$ cat src/rtl/pc_pkg.sv
// Shared types and channel indices for the fetch front end.
package pc_pkg;

   typedef enum logic [1:0] {
      S_BOOT,
      S_FETCH,
      S_WAIT,
      S_HALT
   } fetch_state_e;

   // Redirect channel indices; a lower index wins arbitration.
   localparam int unsigned REDIR_TRAP   = 0;
   localparam int unsigned REDIR_BRANCH = 1;
   localparam int unsigned REDIR_JUMP   = 2;

endpackage

$ cat src/rtl/redir_arbiter.sv
// Fixed-priority redirect arbiter: the lowest asserted channel index wins.
module redir_arbiter #(
   parameter int unsigned XLEN      = 32,
   parameter int unsigned NUM_REDIR = 3
) (
   input  logic [NUM_REDIR-1:0]      valid_i,
   input  logic [NUM_REDIR*XLEN-1:0] target_i,
   output logic                      any_valid_o,
   output logic [XLEN-1:0]           target_o,
   output logic [NUM_REDIR-1:0]      grant_o
);

   // Scan channels upward; the first valid one claims the grant.
   always_comb begin
      any_valid_o = 1'b0;
      target_o    = '0;
      grant_o     = '0;
      for (int k = 0; k < NUM_REDIR; k++) begin
         if (valid_i[k] && !any_valid_o) begin
            any_valid_o = 1'b1;
            grant_o[k]  = 1'b1;
            target_o    = target_i[k*XLEN +: XLEN];
         end
      end
   end

endmodule

$ cat src/rtl/pc_fetch_ctrl.sv
// Program counter and instruction-fetch request controller.
module pc_fetch_ctrl
   import pc_pkg::*;
#(
   parameter int unsigned     XLEN      = 32,
   parameter logic [XLEN-1:0] RESET_VEC = '0,
   parameter int unsigned     INC       = 4,
   parameter int unsigned     NUM_REDIR = 3
) (
   input  logic                      clk,
   input  logic                      reset,
   input  logic                      stall_i,
   input  logic                      halt_i,
   input  logic [NUM_REDIR-1:0]      redir_valid_i,
   input  logic [NUM_REDIR*XLEN-1:0] redir_target_i,
   output logic                      im_req_o,
   output logic [XLEN-1:0]           im_addr_o,
   input  logic                      im_ready_i,
   output logic [XLEN-1:0]           pc_o,
   output logic                      halted_o,
   output logic                      misalign_o
);

   // INC is a power of two, so INC-1 covers exactly the bits that must be zero.
   // With INC=1 the mask is empty and misalignment can never be flagged.
   localparam logic [XLEN-1:0] ALIGN_MASK = XLEN'(INC - 1);

   fetch_state_e          state_q;
   logic [XLEN-1:0]       pc_q;
   logic                  pend_vld_q;
   logic [XLEN-1:0]       pend_pc_q;
   logic                  misalign_q;

   logic                  any_redir;
   logic [XLEN-1:0]       win_target;
   logic [NUM_REDIR-1:0]  grant;
   logic [NUM_REDIR-1:0]  ch_misalign;
   logic                  sel_misalign;
   logic [XLEN-1:0]       tgt_aligned;
   logic [XLEN-1:0]       pc_inc;

   redir_arbiter #(
      .XLEN      (XLEN),
      .NUM_REDIR (NUM_REDIR)
   ) u_redir_arbiter (
      .valid_i     (redir_valid_i),
      .target_i    (redir_target_i),
      .any_valid_o (any_redir),
      .target_o    (win_target),
      .grant_o     (grant)
   );

   // Per-channel low-bit check, then pick the granted channel's result.
   always_comb begin
      ch_misalign = '0;
      for (int k = 0; k < NUM_REDIR; k++) begin
         ch_misalign[k] = |(redir_target_i[k*XLEN +: XLEN] & ALIGN_MASK);
      end
      sel_misalign = |(grant & ch_misalign);
      tgt_aligned  = win_target & ~ALIGN_MASK;
      pc_inc       = pc_q + XLEN'(INC);
   end

   // Request valid; once raised in S_WAIT it cannot be retracted.
   always_comb begin
      im_req_o = 1'b0;
      unique case (state_q)
         S_FETCH: im_req_o = !stall_i && !halt_i && !any_redir;
         S_WAIT:  im_req_o = 1'b1;
         default: im_req_o = 1'b0;
      endcase
   end

   assign im_addr_o  = pc_q;
   assign pc_o       = pc_q;
   assign halted_o   = (state_q == S_HALT);
   assign misalign_o = misalign_q;

   // Fetch FSM with PC, pending-redirect and misalign registers.
   always_ff @(posedge clk) begin
      if (reset) begin
         state_q    <= S_BOOT;
         pc_q       <= RESET_VEC;
         pend_vld_q <= 1'b0;
         pend_pc_q  <= '0;
         misalign_q <= 1'b0;
      end else begin
         // Any accepted redirect selection reports its alignment next cycle.
         misalign_q <= (state_q != S_BOOT) && sel_misalign;
         unique case (state_q)
            S_BOOT: begin
               state_q <= S_FETCH;
            end
            S_FETCH: begin
               if (any_redir) begin
                  pc_q <= tgt_aligned;
               end else if (halt_i) begin
                  state_q <= S_HALT;
               end else if (im_req_o) begin
                  if (im_ready_i) begin
                     pc_q <= pc_inc;
                  end else begin
                     state_q <= S_WAIT;
                  end
               end
            end
            S_WAIT: begin
               if (im_ready_i) begin
                  if (any_redir) begin
                     pc_q <= tgt_aligned;
                  end else if (pend_vld_q) begin
                     pc_q <= pend_pc_q;
                  end else begin
                     pc_q <= pc_inc;
                  end
                  pend_vld_q <= 1'b0;
                  state_q    <= halt_i ? S_HALT : S_FETCH;
               end else if (any_redir) begin
                  // Address must stay stable; remember the newest redirect.
                  pend_vld_q <= 1'b1;
                  pend_pc_q  <= tgt_aligned;
               end
            end
            S_HALT: begin
               if (any_redir) begin
                  pc_q    <= tgt_aligned;
                  state_q <= S_FETCH;
               end else if (!halt_i) begin
                  state_q <= S_FETCH;
               end
            end
         endcase
      end
   end

endmodule

$ cat config.mk
export PLATFORM = sky130hd
export DESIGN_NAME = pc_fetch_ctrl
export DESIGN_NICKNAME = d
export VERILOG_FILES = /design/src/rtl/pc_pkg.sv /design/src/rtl/redir_arbiter.sv /design/src/rtl/pc_fetch_ctrl.sv
export SDC_FILE = /design/constraint.sdc
export NUM_CORES = 1
export LEC_CHECK = 0
export CORE_UTILIZATION = 52
export CTS_BUF_LIST = sky130_fd_sc_hd__clkbuf_8
export DETAILED_ROUTE_END_ITERATION = 16
export GPL_TIMING_DRIVEN = 1
export PLACE_DENSITY = 0.88
export SYNTH_ARGS = -nofsm -noshare
export SYNTH_HDL_FRONTEND = slang
export SYNTH_HIERARCHICAL = 1
export SYNTH_SLANG_ARGS = --single-unit
$ cat constraint.sdc
create_clock -name clk -period 4.3 [get_ports clk]
set_input_delay 0.86 -clock clk [delete_from_list [all_inputs] [get_ports clk]]
set_output_delay 0.86 -clock clk [all_outputs]
set_load 0.1 [all_outputs]
# == Word level (Yosys, flattened, before mapping) ==
# Index checks and enable logic that the tools add are counted.
# word_totals
register_bits,66
# classes
add_sub_neg,1
n_eq_ne,12
muxes,29
n_bitwise,2
n_reduce_logical,22
# ops
cell,n
$mux 32,11
$pmux 32 s3,1
$add 32x3->32 const B,1
$mux 2,8
$ne 3x3->1 const B,5
$pmux 2 s4,1
$mux 1,7
$reduce_and 6->1,1
$reduce_or 2->1,3
$logic_and 1x1->1,5
$logic_not 1->1,5
$reduce_and 5->1,1
$eq 2x2->1 const B,2
$ne 2x2->1 const B,2
$reduce_bool 2->1,2
$and 3x3->3,1
$ne 3x2->1 const B,1
$reduce_and 3->1,1
$reduce_bool 3->1,1
$reduce_or 3->1,1
$eq 2x1->1 const B,1
$logic_not 2->1,1
$ne 2x1->1 const B,1
$pmux 1 s2,1
2 further kinds,2

# == Longest topological paths before layout ==
# Gate-level depths: netlist of the first run.
# logic_depth
ltp_word,14
depth_mapped,10
depth_no_buf,7

# == Cells and area by module ==
# The synthesis of the first run kept the hierarchy.
# modules_own_cells
module,instances,cells_each,area_per_inst_um2
pc_fetch_ctrl,1,547,4117.7
redir_arbiter,1,150,1228.7

# == Least setup slack after synthesis of the first run ==
# Ideal clock, no wire load.
# synth_path
path_kind,input to output
start,input port redir_valid_i[1]
end,output port im_req_o
t_arrival_ps,3313
required_time_ps,3440
slack_ps,127
path_stages,6
path_cell_list,buf_6 or3_1 clkbuf_1 nor4b_1 nor2_1 nor2_1
# synth_via
elab_chain_len,8
# synth_rtl
element,line,source
from (decl),pc_fetch_ctrl.sv:14,"input logic [NUM_REDIR-1:0] redir_valid_i,"
$logic_and 1x1->1 *,redir_arbiter.sv:19,if (valid_i[k] && !any_valid_o) begin
$mux 1 *,redir_arbiter.sv:19,
$logic_not 1->1,redir_arbiter.sv:19,
$logic_and 1x1->1,redir_arbiter.sv:19,
$mux 1 *,redir_arbiter.sv:19,
named net any_redir,pc_fetch_ctrl.sv:34,logic any_redir;
$logic_not 1->1 *,pc_fetch_ctrl.sv:68,S_FETCH: im_req_o = !stall_i && !halt_i && !any_redir;
$logic_and 1x1->1 *,pc_fetch_ctrl.sv:68,
$pmux 1 s2 *,pc_fetch_ctrl.sv:67,unique case (state_q)
to (decl),pc_fetch_ctrl.sv:16,"output logic im_req_o,"
# Mark *: on every way through the listed nets, which the timed path passes. The rest lies on a longest branch.

# == Final worst setup path of the first run ==
# layout_path
start,input port redir_valid_i[2]
end,output port im_req_o
# layout_via
elab_chain_len,5
# layout_rtl
element,line
$logic_and 1x1->1,redir_arbiter.sv:19
$mux 1,redir_arbiter.sv:19
named net any_redir,pc_fetch_ctrl.sv:34
$logic_not 1->1,pc_fetch_ctrl.sv:68
$logic_and 1x1->1,pc_fetch_ctrl.sv:68
$pmux 1 s2,pc_fetch_ctrl.sv:67
# The timed path passes the listed nets, and every way through them passes these cells.

==> results of run 1 <==
layout make-up:
| type | count | area (um2) |
|---|---|---|
| multi-input combinational | 525 | 3368 |
| fill | 805 | 3010 |
| timing repair buffer | 175 | 1724 |
| sequential | 64 | 1281 |
| tap | 133 | 166.4 |
| clock buffer | 9 | 123.9 |
| clock inverter | 7 | 103.9 |
| inverter | 11 | 41.29 |
placed cells by master, fill, tap and decap left out, drive strengths merged, types with 4 or more instances in the layout:
master,instances
and2b,20
o21ai,25
clkdlybuf4s50,162
and4,4
nor3,10
nor2,30
nand4,9
a31oi,15
o31ai,5
and2,7
o21a,6
o221ai,5
nor2b,18
conb,4
o211ai,7
and3,6
a21oi,112
a22o,10
nand3b,30
nor4,8
ha,7
nand2,85
dfxtp,64
a211oi,17
buf,13
or4,5
inv,12
clkinv,4
nand3,22
xor2,5
xnor2,5
clkbuf,9
flip-flops by register name, summed over array words and instances, names as in the netlist:
name        cells
im_addr_o      30
pend_pc_q      30
state_q         2
misalign_o      1
pend_vld_q      1
worst max-delay path: stages:
cell                              delay (ns)
sky130_fd_sc_hd__clkdlybuf4s50_1        0.44
sky130_fd_sc_hd__or3_1                  0.36
sky130_fd_sc_hd__nor4b_1                0.44
sky130_fd_sc_hd__nor2_1                 0.08
sky130_fd_sc_hd__nor2_1                 0.19
sky130_fd_sc_hd__buf_12                 0.20
per-stage QoR:
step / total power [mW] / cell area [um2] / hold slack, ns / std cells / util, %
floorplan: 3.005 / 5310 / 0.4312 / 692 / -
global placement: 3.475 / 6581 / 0.4397 / 908 / 67.02
detailed placement: 3.512 / 6581 / 0.4477 / 908 / 67.02
CTS: 4.113 / 6809 / 0.4593 / 924 / 69.34
global route: 4.294 / 6809 / 0.4761 / 924 / 69.34
finish: 4.134 / 6809 / 0.4577 / 924 / 69.34
worst max-delay path by stage:
stage,start,end,cells past startpoint
2_1_floorplan,redir_valid_i[1],im_req_o,6
3_3_place_gp,redir_valid_i[2],im_req_o,6
3_5_place_dp,redir_valid_i[2],im_req_o,6
6_report,redir_valid_i[2],im_req_o,6
5_1_grt,redir_valid_i[2],im_req_o,6
4_1_cts,redir_valid_i[2],im_req_o,6
per-layer routing:
layer | share of wire [%] | global-route usage, % | vias to the layer above | wire length (um)
li1 | - | - | 2662 | -
met4 | 2.1 | 9.859 | 0 | 331
met2 | 45 | 47.90 | 358 | 7221
met1 | 41 | 42.45 | 2587 | 6649
met5 | 0 | 0 | - | 0
met3 | 11 | 8.068 | 35 | 1828
report_power, final:
group	total (mW)	switching, mW	internal (mW)
clock	0.608	0.275	0.333
combinational	2.60	1.94	0.667
sequential	0.922	0.214	0.708
==> flow_results.org, run 1 <==
** Finish
- Diode count :: 0
- Cells with a size suffix above 1 make up 12.14% of the layout.
- From synthesis to final layout, the design area changed by 28.50%.
- Final Net Count :: 897

** Clock tree
- The tree is rooted in a sky130_fd_sc_hd__clkbuf_8.
- After clock tree synthesis, the clock-pin slew on the worst setup and hold paths is 0.08 ns.
- The H-tree generated during clock tree synthesis spans 3 levels.
- Gates resized during post-CTS repair numbered 0.
- The clock drives 64 sinks.
- Clk_lat worst skew :: 0.36 ns
- TritonCTS built the clock tree.
- Clk buf depth :: 2
- After clock tree synthesis, the flow added hold-fix buffers numbering 0.
- Number of setup buffers added after CTS :: 0
- TritonCTS buffer count :: 9

** Timing
- Setup violations remaining at the end of the flow were counted as 0.
- Timing-limited maximum frequency :: 290.9 MHz
- Final count of hold timing violations :: 0
- Clock skew on the completed layout was measured at 0.008404 ns.
- The max-slew violation total from the final report was 0.
- Share of the clock period used by the worst path after layout :: 79.94%
- For the finished layout, the period the worst path requires is 3.438 ns.
- RSZ-0062 raised after global routing :: false
- For the pin with the worst max-slew slack, the measured transition is 1.140 ns.
- Setup tns final :: 0 ns
- Setup slack of the critical path after layout :: 0.8625 ns
- Max-slew headroom :: 23.99%

** Routing
- The first routing iteration left 506 violations.
- DR vias/cell :: 6.106
- First-pass detailed-route iteration total :: 5
- The routed layout has 5,642 vias.
- Dividing the detail-routed wire length by the instance count gives 17.35 um.
- Total detailed-routing wirelength :: 16.03 mm
- Number of remaining DRC errors :: 0
- Post-route ant nets :: 0

** Die
- The core region is 9819 um2.
- For this configuration, the core starts out at a cell density of 53.96%.
- DIE HEIGHT :: 102.9 um
- Area enclosed by the die boundary :: 10,600 um2
- The initialized floorplan defines 36 standard-cell rows.
- 171 I/O pins were placed.
- Die extent in x :: 102.9 um

** Yosys
- Cell area after synthesis :: 5299 um2
- Number of warnings printed during yosys synthesis :: 6
- The cell count after synthesis came out at 689.
- The average instance in the mapped netlist occupies 7.691 um2.

** GRT
- Initial antenna violation count :: 0
- Remaining global-route overflow :: 0
- Number of global-route vias before repair :: 5,089
- Tot GR Track Use :: 31.10%
- First-pass GRT wire length :: 25.63 mm
- Entering global routing, the biggest net connects 64 pins.

** Setup path
- Of all nets on the critical path, the largest fanout is 2.
- Arrival time of data at the critical path endpoint :: 2.58 ns
- Capture instance of the worst register-to-register path :: im_addr_o[14]$_SDFFE_PP0P_
- Worst Reg2Reg Path Length in Cells :: 8
- Data on the critical path is required at its endpoint by 3.44 ns.
- In this run the critical register-to-register path is launched from state_q[0]$_SDFFE_PP0P_.
- By startpoint and endpoint, the worst setup path is classified as input pin to primary output.
- STA classifies the critical path startpoint as an input pin.
- The worst setup path is captured at a primary output.
- The setup check on the worst reg-to-reg path leaves a slack of 1.53 ns.

** Place
- The HPWL after detailed placement is 11.89 mm.
- Worst setup slack after placement :: 0.8750 ns
- Final estimated routing congestion in global placement :: 0.8749
- Port buffering added 166 buffers.

** Run
- Maximum Capacitance Violations :: 0

** Run status
- Status :: complete, no violations

** Min path
- Class of the most critical hold timing path :: flop to flop
- The worst hold path passes through 2 cells.
- Worst Hold Launch :: pend_pc_q[28]$_SDFFE_PP0P_
- The worst hold path terminates at pend_pc_q[28]$_SDFFE_PP0P_.

** Power and ir drop
- The analysis attributes to cell leakage a power of 2.278 nW.
- Power per cell area :: 607.1 nW/um2
- Max rail drop VDD :: 471.0 uV
(Power assumes the default switching activity.)
==> run 2: changes to the inputs <==
CORE_UTILIZATION = 49   (was 52)
PLACE_DENSITY = 0.84   (was 0.88)
clock period = 3.6 ns   (was 4.3 ns; I/O delays follow)
==> flow_results.org, run 2 (synthesis gave the netlist of run 1 again) <==
** Run status
- The run finished with clean final reports.

** Setup path
- Worst Reg2Reg Path Length in Cells :: 7
- Total stage count of the critical path :: 7
- Required arrival time at the worst endpoint :: 3.87 ns
- For the worst setup path, the data arrival time is 3.52 ns.
- CP delay by family, top :: simple AND/OR/NAND/NOR gates
- Slowest cell delay on critical path :: 0.89 ns
- The critical path starts at redir_valid_i[2].
- Startpoint of the most critical register-to-register path :: state_q[0]$_SDFFE_PP0P_
- Walking the worst path, the cells encountered are clkdlybuf4s50_1 > or3_1 > buf_4 > a311o_1 > and2_1 > nand2_1 > o21ai_0.
- The slowest stage of the critical path is the sky130_fd_sc_hd__and2_1 cell.
- Counting both buffers and inverters, the worst setup path holds a total of 2.
- The worst setup path is of the input pin to flop kind.
- Biggest fanout along the worst timing path :: 28
- STA classifies the critical path startpoint as an input pin.
- Kind of capture point of the worst setup path :: flop

** Clock tree
- Hold repair after CTS inserted 0 buffers.
- The longest clock path from root to sink contains 2 buffers.
- CTS clock-pin slew for the worst setup and hold paths :: 0.07 ns
- Cell at the root of the clock tree :: sky130_fd_sc_hd__clkbuf_8
- Number of setup buffers added after CTS :: 0
- The clock tree synthesis step divided the H-tree into 3 levels.
- The clock net in this run drives a total of 64 sinks.
- TritonCTS built the clock tree.
- Clk_lat worst skew :: 0.38 ns
- In this run, post-CTS repair resized a total of 0 instances.
- TritonCTS buffer count :: 9

** Place
- Worst setup slack after placement :: 0.1548 ns
- Input and output buffers added on the ports amount to 166.
- The placed instances occupy a cell area of 6510 um2.
- Routability-driven placement finished with a final weighted congestion of 0.9088.
- The HPWL after detailed placement is 12.06 mm.

** Timing
- Pins Over Slew Limit :: 0
- Slew @ Worst Pin :: 1.165 ns
- Timing-limited maximum frequency :: 307.6 MHz
- Worst clock skew on the final layout :: 0.01517 ns
- Final worst path period need :: 3.251 ns
- Share of the clock period used by the worst path after layout :: 90.29%
- Setup violation total in the final timing report :: 0
- Final count of hold timing violations :: 0
- RSZ-0062 raised after global routing :: false
- The worst path meets setup with 0.3494 ns of slack.
- Setup tns final :: 0 ns
- The worst pin sits at a relative slew slack of 22.32%.

** GRT
- Global routing consumed, over all layers together, 28.96% of the routing resources.
- The number of global-route vias before repair is 5,322.
- Entering global routing, the biggest net connects 64 pins.
- Initial antenna violation count :: 0
- The total overflow left after global routing is 0.
- The first global-routing pass estimated 25.86 mm of wire.

** Routing
- Post-route ant nets :: 0
- In the final routed layout, each cell accounts on average for 17.59 um.
- Routed vias :: 5,698
- Total detailed-routing wirelength :: 16.39 mm
- Number of remaining DRC errors :: 0
- DR vias/cell :: 6.114
- The first TritonRoute pass finished after 5 iterations.
- The first routing iteration left 596 violations.

** Min path
- In this run the most critical hold path is launched from pend_pc_q[28]$_SDFFE_PP0P_.
- Cells on Worst Hold Path :: 2
- The min-delay analysis places its worst path in the category flop to flop.

** Power and ir drop
- Dividing total power by cell area gives a power density of 732.7 nW/um2.
- Total power for the finished layout comes to 4.949 mW.
- Summed over all cells, the static leakage comes to 2.388 nW.
- The worst-case IR drop observed on VDD is 581.4 uV.

** Die
- Area enclosed by the die boundary :: 11,230 um2
- The initial utilization of the core area, before any placement, comes to 50.87%.
- Placeable Area :: 10,420 um2
- DIE HEIGHT :: 106.0 um
- Number of top-level design ports :: 171
- After floorplanning, the core was divided into 37 placement rows.
- Die extent in x :: 106.0 um

** Finish
- Synth-to-Final Area Change :: 27.46%
- Leaving out fill and tap cells, the most frequent cell in the layout is sky130_fd_sc_hd__clkdlybuf4s50_1.
- The net count of the finished layout is 902.
- 0 antenna diodes ended up in the layout.
- Post-route design area :: 6754 um2
- In the layout the commonest cells are 116 x sky130_fd_sc_hd__clkdlybuf4s50_1, 85 x sky130_fd_sc_hd__nand2_1, 64 x sky130_fd_sc_hd__dfxtp_1.
- Fraction of layout instances using a drive strength above 1 :: 18.59%

** Run
- Maximum Capacitance Violations :: 0
==> run 2: final cells by class <==
cell class | count | area (um2)
Fill cell | 911 | 3662
Multi-Input combinational cell | 525 | 3371
Timing Repair Buffer | 180 | 1647
Sequential cell | 64 | 1281
Tap cell | 136 | 170.2
Clock buffer | 9 | 123.9
Clock inverter | 7 | 120.1
Inverter | 11 | 41.29
==> run 2: path summary, 6_finish.rpt <==
kind / end / slack [ns]
min reg2reg: pend_pc_q[28]$_SDFFE_PP0P_ / 0.46
min: pend_pc_q[28]$_SDFFE_PP0P_ / 0.46
max: im_addr_o[27]$_SDFFE_PP0P_ / 0.35
max reg2reg: im_addr_o[27]$_SDFFE_PP0P_ / 0.38
==> run 2: where the power goes <==
part | switching (mW) | internal [mW] | leakage (nW)
registers | 0.274 | 0.845 | 0.521
clock network | 0.318 | 0.461 | 0.119
logic | 2.30 | 0.750 | 1.75
==> run 2: metal layers <==
metal / up-vias / track usage [%] / share of wire, %
li1: 2677 / - / -
met1: 2602 / 38.12 / 41
met2: 376 / 46.08 / 46
met3: 43 / 5.702 / 10
met4: 0 / 12.30 / 2.0
met5: - / 0 / 0
==> run 2: metrics by stage <==
step	utilization (%)	hold WS, ns	cells
3_5_place_dp	62.50	0.4473	916
3_3_place_gp	62.50	0.4406	916
2_1_floorplan	-	0.4312	692
5_1_grt	64.84	0.4757	932
4_1_cts	64.84	0.4572	932
6_report	64.84	0.4579	932
==> run 2: tightest hold or removal path, stage by stage (launching register included) <==
cell and delay (ns):
sky130_fd_sc_hd__dfxtp_1 0.31, sky130_fd_sc_hd__nand2_1 0.05, sky130_fd_sc_hd__a21oi_1 0.05
==> run 3: changes to the inputs <==
CAP_MARGIN = 10   (was not set)
CORE_UTILIZATION = 23   (was 49)
PLACE_DENSITY = not set   (was 0.84)
SLEW_MARGIN = 20   (was not set)
==> flow_results.org, run 3 (synthesis gave the netlist of run 1 again) <==
** Clock tree
- Clock latency on the worst-skew pair, taken at its later pin, is 0.35 ns.
- CTS clock-pin slew for the worst setup and hold paths :: 0.06 ns
- Post-cts sizing count :: 0
- For this design, the sink count on the clock tree is 64.
- The tree is rooted in a sky130_fd_sc_hd__clkbuf_8.
- Once the clock tree was built, the setup fixing pass inserted 0 buffers.
- The H-tree generated during clock tree synthesis spans 3 levels.
- CTS tree :: built
- Hold repair after CTS inserted 0 buffers.
- The longest clock path from root to sink contains 2 buffers.
- TritonCTS buffer count :: 9

** Power and ir drop
- The internal power of the cells totals 1.839 mW.
- In this run the static leakage power is 2.408 nW.
- Relative contribution of the clock network to total power :: 11.0%
- For this design the ratio of total power to cell area is 687.3 nW/um2.
- Summed over all nets, the switching power comes to 2.865 mW.
- Comb power frac :: 64.8%
- IR analysis of the VDD net gives a maximum drop of 354.2 uV.
- Sequential Power Share :: 24.2%
- Net switching is 60.91% of the power.

** Setup path
- Required arrival time at the worst endpoint :: 2.88 ns
- Critical path type :: input pin to primary output
- Kind of capture point of the worst setup path :: primary output
- The most critical setup path has its startpoint at redir_valid_i[2].
- STA puts the critical path data arrival time at 2.45 ns.
- The critical path ends at im_req_o.
- Along the worst path, the maximum fanout reaches 2.
- The endpoint identified for the worst register-to-register timing path is im_addr_o[30]$_SDFFE_PP0P_.
- The worst register-to-register path has a setup slack of 0.91 ns.
- Startpoint of the most critical register-to-register path :: im_addr_o[2]$_SDFFE_PP0P_
- The number of cells on the worst reg-to-reg path is 6.
- Launching element type of the critical path :: input pin

** Timing
- Worst clock skew on the final layout :: 0.01070 ns
- Setup violation total in the final timing report :: 0
- In this run the tightest slew margin relative to its limit is 32.39%.
- Setup tns final :: 0 ns
- Slew @ Worst Pin :: 1.011 ns
- The worst path needs 3.167 ns of the cycle, external delays included.
- The max-slew violation total from the final report was 0.
- Share of the clock period used by the worst path after layout :: 87.98%
- Timing-limited maximum frequency :: 315.7 MHz
- RSZ-0062 raised after global routing :: false
- Final count of hold timing violations :: 0

** Finish
- Most used cells in the layout excluding fill and tap cells :: 101 x sky130_fd_sc_hd__clkdlybuf4s50_1, 85 x sky130_fd_sc_hd__nand2_1, 79 x sky130_fd_sc_hd__buf_4
- Measured on the finished design, the core utilization comes to 30.23%.
- Synth-to-Final Area Change :: 29.16%
- The library cell used most frequently in the layout, excluding fill and tap cells, is sky130_fd_sc_hd__clkdlybuf4s50_1.
- The net count of the finished layout is 906.
- Diode count :: 0
- Filler cell count :: 2,449
- Of the cells placed in the final design, the portion with a size suffix greater than 1 is 20.43%.

** Run status
- The flow ran to the end, and the final reports show no timing, DRC or antenna violations.

** Routing
- Dividing the detail-routed wire length by the instance count gives 16.30 um.
- The detailed router placed 5,414 vias in this run.
- Total detailed-routing wirelength :: 17.66 mm
- Dividing the detail-routed via count by the number of cells gives 4.999.
- In this run the remaining antenna-violating nets after routing total 0.
- After detailed routing, the number of remaining DRC violations is 0.
- Initial DRC count :: 343
- The first TritonRoute pass finished after 5 iterations.

** Die
- Area enclosed by the die boundary :: 23,650 um2
- The initial utilization of the core area, before any placement, comes to 23.40%.
- Number of top-level design ports :: 171
- Measured along the y axis, the die boundary spans 153.8 um.
- In this run the horizontal extent of the chip is 153.8 um.
- Std-Cell Rows :: 55
- The core region is 22,640 um2.

** Run
- Maximum Capacitance Violations :: 0

** Place
- Final estimated routing congestion in global placement :: 0.8341
- The count of buffers added on input and output ports is 166.
- Detailed placement finished with a half-perimeter wire length of 13.68 mm.

** GRT
- Tot GR Track Use :: 14.91%
- The number of global-route vias before repair is 4,910.
- Remaining global-route overflow :: 0
- Initial antenna violation count :: 0
- First-pass GRT wire length :: 27.70 mm
- Entering global routing, the biggest net connects 64 pins.

** Min path
- The worst hold path belongs to the class flop to flop.
run 3: changes by cell type in the layout (fill, tap and decap cells not counted):
cell                              delta
sky130_fd_sc_hd__and3_2              +1
sky130_fd_sc_hd__clkdlybuf4s50_1    -15
sky130_fd_sc_hd__clkinv_4            -2
sky130_fd_sc_hd__clkbuf_8            +1
sky130_fd_sc_hd__inv_1               +3
sky130_fd_sc_hd__clkinvlp_4          -1
sky130_fd_sc_hd__buf_4              +19
sky130_fd_sc_hd__and3_1              -1
sky130_fd_sc_hd__bufinv_16           -3
run 3: critical path, cell delays in order:
cell and delay (ns):
sky130_fd_sc_hd__clkdlybuf4s50_1 0.45, sky130_fd_sc_hd__or3_1 0.37, sky130_fd_sc_hd__nor4b_1 0.42, sky130_fd_sc_hd__nor2_1 0.09
sky130_fd_sc_hd__nor2_2 0.19, sky130_fd_sc_hd__buf_12 0.20
run 3: cell type report:
type	count	area (um2)	area share [%]
sequential	64	1281	18.72
multi-input combinational	525	3372	49.27
inverter	11	41.29	0.6033
clock inverter	4	16.27	0.2377
timing repair buffer	184	1639	23.95
clock buffer	10	137.6	2.011
tap	285	356.6	5.210
run 3: how the worst min path moves through the flow:
stage | start | end | slack, ns | cells after the start
2_1_floorplan | pend_pc_q[15]$_SDFFE_PP0P_ | pend_pc_q[15]$_SDFFE_PP0P_ | 0.43 | 2
3_3_place_gp | pend_pc_q[15]$_SDFFE_PP0P_ | pend_pc_q[15]$_SDFFE_PP0P_ | 0.44 | 2
3_5_place_dp | pend_pc_q[27]$_SDFFE_PP0P_ | pend_pc_q[27]$_SDFFE_PP0P_ | 0.45 | 2
4_1_cts | pend_pc_q[27]$_SDFFE_PP0P_ | pend_pc_q[27]$_SDFFE_PP0P_ | 0.46 | 2
5_1_grt | pend_pc_q[15]$_SDFFE_PP0P_ | pend_pc_q[15]$_SDFFE_PP0P_ | 0.48 | 2
6_report | pend_pc_q[21]$_SDFFE_PP0P_ | pend_pc_q[21]$_SDFFE_PP0P_ | 0.46 | 2
run 3: layer usage:
layer | wire length [um] | GRT usage, % | part of all wire, %
met5 | 0 | 0 | 0
met4 | 187 | 3.952 | 1.1
met3 | 1169 | 2.847 | 6.6
met2 | 7443 | 21.99 | 42
met1 | 8857 | 21.84 | 50
run 3: per-stage QoR:
step / instances / power (mW) / hold slack [ns] / instance area (um2) / setup WS [ns]
floorplan: 692 / 3.591 / 0.4312 / 5313 / 0.1576
global placement: 1069 / 4.202 / 0.4392 / 6689 / 0.4314
detailed placement: 1069 / 4.211 / 0.4469 / 6690 / 0.4395
CTS: 1083 / 4.734 / 0.4562 / 6844 / 0.4317
global route: 1083 / 4.933 / 0.4825 / 6844 / 0.3677
finish: 1083 / 4.704 / 0.4568 / 6844 / 0.4328
run 3: power groups by stage:
stage | Clock, mW | Sequential, mW | Combinational, mW
floorplan | 0 | 1.82 | 1.77
global placement | 0 | 1.16 | 3.05
detailed placement | 0 | 1.16 | 3.05
CTS | 0.536 | 1.15 | 3.05
global route | 0.569 | 1.18 | 3.18
finish | 0.520 | 1.14 | 3.05
